`src/rtl/sampler_if.sv`:
```
// rtl/sampler_if.sv - control, range and result signals of the sampler
interface sampler_if;
  logic              in_enable;
  logic [7:0]        in_seed;
  logic signed [7:0] in_from;
  logic signed [7:0] in_to;
  logic [1:0]        in_chosen_segment_type;
  logic signed [7:0] in_chosen_segment_weight;
  logic signed [7:0] out_proposed_value;

  modport master (
    output in_enable,
    output in_seed,
    output in_from,
    output in_to,
    output in_chosen_segment_type,
    output in_chosen_segment_weight,
    input  out_proposed_value
  );

  modport slave (
    input  in_enable,
    input  in_seed,
    input  in_from,
    input  in_to,
    input  in_chosen_segment_type,
    input  in_chosen_segment_weight,
    output out_proposed_value
  );
endinterface

```
`src/rtl/sampler.sv`:
```
// rtl/sampler.sv - seeded LFSR random proposer shaped into a signed range
module sampler (
  input  logic      in_clock,
  input  logic      in_reset,
  sampler_if.slave  bus
);

  localparam logic [1:0] SEG_EXPDOWN = 2'd1;
  localparam logic [1:0] SEG_EXPUP   = 2'd2;

  logic [15:0]       lfsr;
  logic [15:0]       lfsr_next;
  logic [15:0]       seed_state;
  logic [7:0]        r1;
  logic [7:0]        r2;
  logic signed [8:0] span;
  logic              span_pos;
  logic [7:0]        span_u;
  logic [8:0]        modulus;
  logic [7:0]        u;
  logic [7:0]        v;
  logic [7:0]        divisor;
  logic [15:0]       product;
  logic [7:0]        quotient;
  logic [7:0]        offset;
  logic signed [7:0] result;
  logic signed [7:0] out_q;

  // Seed 0 still yields a nonzero state thanks to the fixed low byte.
  assign seed_state = (bus.in_seed == 8'd0) ? 16'h00A5 : {bus.in_seed, 8'hA5};
  assign lfsr_next  = {lfsr[14:0], lfsr[15] ^ lfsr[13] ^ lfsr[12] ^ lfsr[10]};
  assign r1 = lfsr[15:8];
  assign r2 = lfsr[7:0];

  always_comb begin
    span     = {bus.in_to[7], bus.in_to} - {bus.in_from[7], bus.in_from};
    span_pos = (span > 9'sd0);
    span_u   = span[7:0];
    modulus  = {1'b0, span_u} + 9'd1;
    u        = 8'({1'b0, r1} % modulus);
    v        = 8'({1'b0, r2} % modulus);
    // Divisor is only meaningful for a positive span; guard against /0.
    divisor  = span_pos ? span_u : 8'd1;
    product  = {8'd0, u} * {8'd0, v};
    quotient = 8'(product / {8'd0, divisor});
    offset   = u;
    if (!span_pos) begin
      offset = 8'd0;
    end else if (bus.in_chosen_segment_weight != 8'sd0) begin
      case (bus.in_chosen_segment_type)
        SEG_EXPDOWN: offset = quotient;
        SEG_EXPUP:   offset = span_u - quotient;
        default:     offset = u;
      endcase
    end
    result = bus.in_from + offset;
  end

  always_ff @(posedge in_clock) begin
    if (in_reset) begin
      lfsr  <= seed_state;
      out_q <= '0;
    end else if (bus.in_enable) begin
      lfsr  <= lfsr_next;
      out_q <= result;
    end
  end

  assign bus.out_proposed_value = out_q;

endmodule

```
`src/flat_wrapper.sv`:
```
// flat-port wrapper written by rule: the top's interface ports become plain ports
module sampler_flat 
  (in_clock, in_reset, bus_in_enable, bus_in_seed, bus_in_from, bus_in_to, bus_in_chosen_segment_type, bus_in_chosen_segment_weight, bus_out_proposed_value);
  sampler_if bus_i ();
  input  logic in_clock;
  input  logic in_reset;
  input wire logic [$bits(bus_i.in_enable)-1:0] bus_in_enable;
  input wire logic [$bits(bus_i.in_seed)-1:0] bus_in_seed;
  input wire logic [$bits(bus_i.in_from)-1:0] bus_in_from;
  input wire logic [$bits(bus_i.in_to)-1:0] bus_in_to;
  input wire logic [$bits(bus_i.in_chosen_segment_type)-1:0] bus_in_chosen_segment_type;
  input wire logic [$bits(bus_i.in_chosen_segment_weight)-1:0] bus_in_chosen_segment_weight;
  output wire logic [$bits(bus_i.out_proposed_value)-1:0] bus_out_proposed_value;
  assign bus_i.in_enable = bus_in_enable;
  assign bus_i.in_seed = bus_in_seed;
  assign bus_i.in_from = bus_in_from;
  assign bus_i.in_to = bus_in_to;
  assign bus_i.in_chosen_segment_type = bus_in_chosen_segment_type;
  assign bus_i.in_chosen_segment_weight = bus_in_chosen_segment_weight;
  assign bus_out_proposed_value = bus_i.out_proposed_value;
  sampler u_core (.in_clock(in_clock), .in_reset(in_reset), .bus(bus_i));
endmodule
```
`config.mk`:
```
export PLATFORM = sky130hd
export DESIGN_NAME = sampler_flat
export DESIGN_NICKNAME = d
export VERILOG_FILES = /design/src/rtl/sampler_if.sv /design/src/rtl/sampler.sv /design/src/flat_wrapper.sv
export SDC_FILE = /design/constraint.sdc
export NUM_CORES = 1
export LEC_CHECK = 0
export CORE_UTILIZATION = 46
export CTS_CLUSTER_DIAMETER = 60
export DETAILED_ROUTE_END_ITERATION = 10
export GPL_TIMING_DRIVEN = 1
export SETUP_SLACK_MARGIN = 0.15
export SYNTH_ARGS = -nofsm -noshare
export SYNTH_HDL_FRONTEND = slang
export SYNTH_SLANG_ARGS = --single-unit
```
`constraint.sdc`:
```
create_clock -name in_clock -period 81 [get_ports in_clock]
set_input_delay 8.1 -clock in_clock [delete_from_list [all_inputs] [get_ports in_clock]]
set_output_delay 8.1 -clock in_clock [all_outputs]
set_load 0.05 [all_outputs]
```
==> out/metrics.cfg <==
[final_layout]
nets = 2153
antenna_cells = 0
final_common_cell = ha_1
final_cell_area_sq_mm = 0.0145
drive_gt1_share_pct = 8.02
mostFrequentLayoutCells = ha_1 (253), nor2_1 (208), nand2_1 (140)
final_cells = 2205
syn_to_final_growth_pct = 7.05

[sta]
post-route-period-util_pct = 83.6
fin_skew_ns = 0.00613
slew_headroom_pct = 16.9
rsz0062_at_grt = no
fmaxAchievable_mhz = 14.8
worst_slack_ns = 13.25
setup_violations = 0
drv_slew = 0
fin_crit_ns = 67.75
finalHoldViolCount = 0
fin_tns_setup_ns = 0
worst_slew_pin_slew_ns = 1.23

[route]
drtIter0Drc = 949
routedWlPerCell_um = 17.4
finalWirelength_um = 38300
drc_errors = 0
first_pass_iters = 6
routed_via_density = 5.99
vias = 13199
antenna_left = 0

[cts]
clock-root-buffer = clkbuf_16
clock_path_buffers = 2
cts_tree = done
cts_setup_buffers = 0
clk_latency_ns = 0.26
numClockSinks = 24
clk_pin_slew_ns = 0.06
cts_made_buffers = 3
cts_resized = 0
hold_buffers = 0
htreeDepth = 1

[synthesis]
synthSimpleGateAreaFrac_pct = 22.5
synth_fa_ha_area_share_pct = 29.5
yosys.area_share.xor_xnor_pct = 6.27
synth_top_family_by_area = adder cells
async_flop_share_pct = 0
postSynthCellCount = 1798
muxShareOfSynthArea_pct = 6.66
syn_area_per_cell_sq_um = 7.53
synth_edf_count = 16
synth_area_sq_mm = 0.0135
ys_seq_elements = 24
synth_ff_type = edfxtp_1
synth-compound-area-share_pct = 25.5
yosys_warnings = 0
seq_area_frac_synth_pct = 4.73
ys_types = 103
syn_nets = 2129

[placed_design]
port_buffers = 44
gp_congestion = 0.907
post-dp-hpwl_um = 31600
placed_cell_area_sq_mm = 0.0144
place_ws_ns = 13.82
dp.cells = 2201

[setup_path]
cp-start-kind = primary input
worstPathRequired_ns = 81.12
cp.arrival_ns = 67.88
worstSetupPathType = in -> reg
cp_max_fo = 16
critical-path-max-stage-delay_ns = 0.95
reg2reg_slack_ns = 23.61
cp_common_cell = o21a_1
cp-end-kind = flop
cp_slowest_cell = o21ai_0

[floorplan]
fp.coreArea_sq_mm = 0.0289
die_w_um = 174
fp-row-count = 62
dieArea_sq_mm = 0.0301
die_h_um = 174
initial_core_util_pct = 46.9
io_pins = 45

[global_route]
grt_pass1_vias = 12299
track_usage_pct = 25.3
antenna_found_initial = 0
gr-total-overflow = 0
grt_max_degree = 31
grt_pass1_wl_um = 63100

[status]
outcome = finished, final reports clean

[job]
cap_violations = 0

[hold_path]
min_path_type = reg -> reg

## synth_stat cells (all sizes together), types with 6 or more instances
cell | n | area (sq um)
edfxtp | 16 | 480
nor3b | 6 | 45.0
buf | 8 | 62.6
dfxtp | 8 | 160
inv | 121 | 454
o21a | 91 | 683
a211oi | 20 | 160
xor2 | 33 | 289
or3 | 10 | 67.6
nand2b | 32 | 200
a21boi | 7 | 52.6
o211ai | 12 | 95.1
o21ai | 93 | 469
a21o | 35 | 263
nor4 | 10 | 62.6
nor2 | 209 | 792
or2 | 33 | 209
nor3 | 88 | 445
nand2 | 141 | 532
nand4 | 16 | 100
nand3 | 25 | 130
mux2i | 24 | 253
and3 | 12 | 76.3
mux2 | 57 | 649
clkbuf | 34 | 128
o31ai | 42 | 320
xnor2 | 63 | 559
fa | 41 | 821
a21oi | 113 | 566
a31oi | 9 | 62.6
ha | 253 | 3170
o21bai | 11 | 82.6
and2 | 13 | 81.3
a221oi | 13 | 120
nor2b | 20 | 125
## sequential cells by signal, indices dropped and copies added, names as in the netlist
register	count
u_core.bus.out_proposed_value	8
u_core.lfsr	16
## path summary, 6_finish.rpt
| path | cells past startpoint | end | startpoint |
|---|---|---|---|
| hold / removal | 2 | u_core.bus.out_proposed_value[1] | u_core.bus.out_proposed_value[1] |
| setup reg to reg | 244 | u_core.bus.out_proposed_value[7] | u_core.lfsr[8] |
| setup / recovery | 255 | u_core.bus.out_proposed_value[7] | bus_in_to[0] |
| hold reg to reg | 2 | u_core.bus.out_proposed_value[1] | u_core.bus.out_proposed_value[1] |
## area by class of cell
type | count | area (sq um)
tap | 384 | 480
multi-input combinational | 1610 | 12300
clock buffer | 4 | 88.8
inverter | 122 | 458
fill | 2943 | 14400
timing repair buffer | 61 | 568
sequential | 24 | 641
## cells by family (layout without fill, tap and decap cells)
family,Yosys count,count (layout)
muxes,81,81
adders and majority gates,295,295
and+or+nand+nor,635,635
xor gates and xnor gates,96,96
DFF,24,24
buffers and inverters,164,187
AOI/OAI and AO/OA,503,503
## worst max-delay path: cells and delay by family
| family | cells | cell delay (ns) |
|---|---|---|
| AOI/OAI and AO/OA | 127 | 28.16 |
| xor gates and xnor gates | 3 | 0.57 |
| buffers and inverters | 11 | 2.00 |
| adders and majority gates | 34 | 11.88 |
| muxes | 9 | 3.45 |
| and+or+nand+nor | 71 | 13.61 |
## stage by stage
stage	hold slack (ns)	utilization, %
after global placement	0.472	49.9
after floorplan	0.559	-
final	0.478	50.2
after global routing	0.520	50.2
after CTS	0.478	50.2
after detailed placement	0.469	49.9
## metal layers
layer	wire (um)	GRT usage [%]	vias to the layer above
li1	-	-	6637
met3	1640	1.75	31
met1	19600	37.5	6230
met2	16600	40.6	301
met4	491	3.61	0
met5	0	0	-
Power is not shown: default switching activity piles up to over one toggle a cycle in this logic, so the estimate is an artifact.
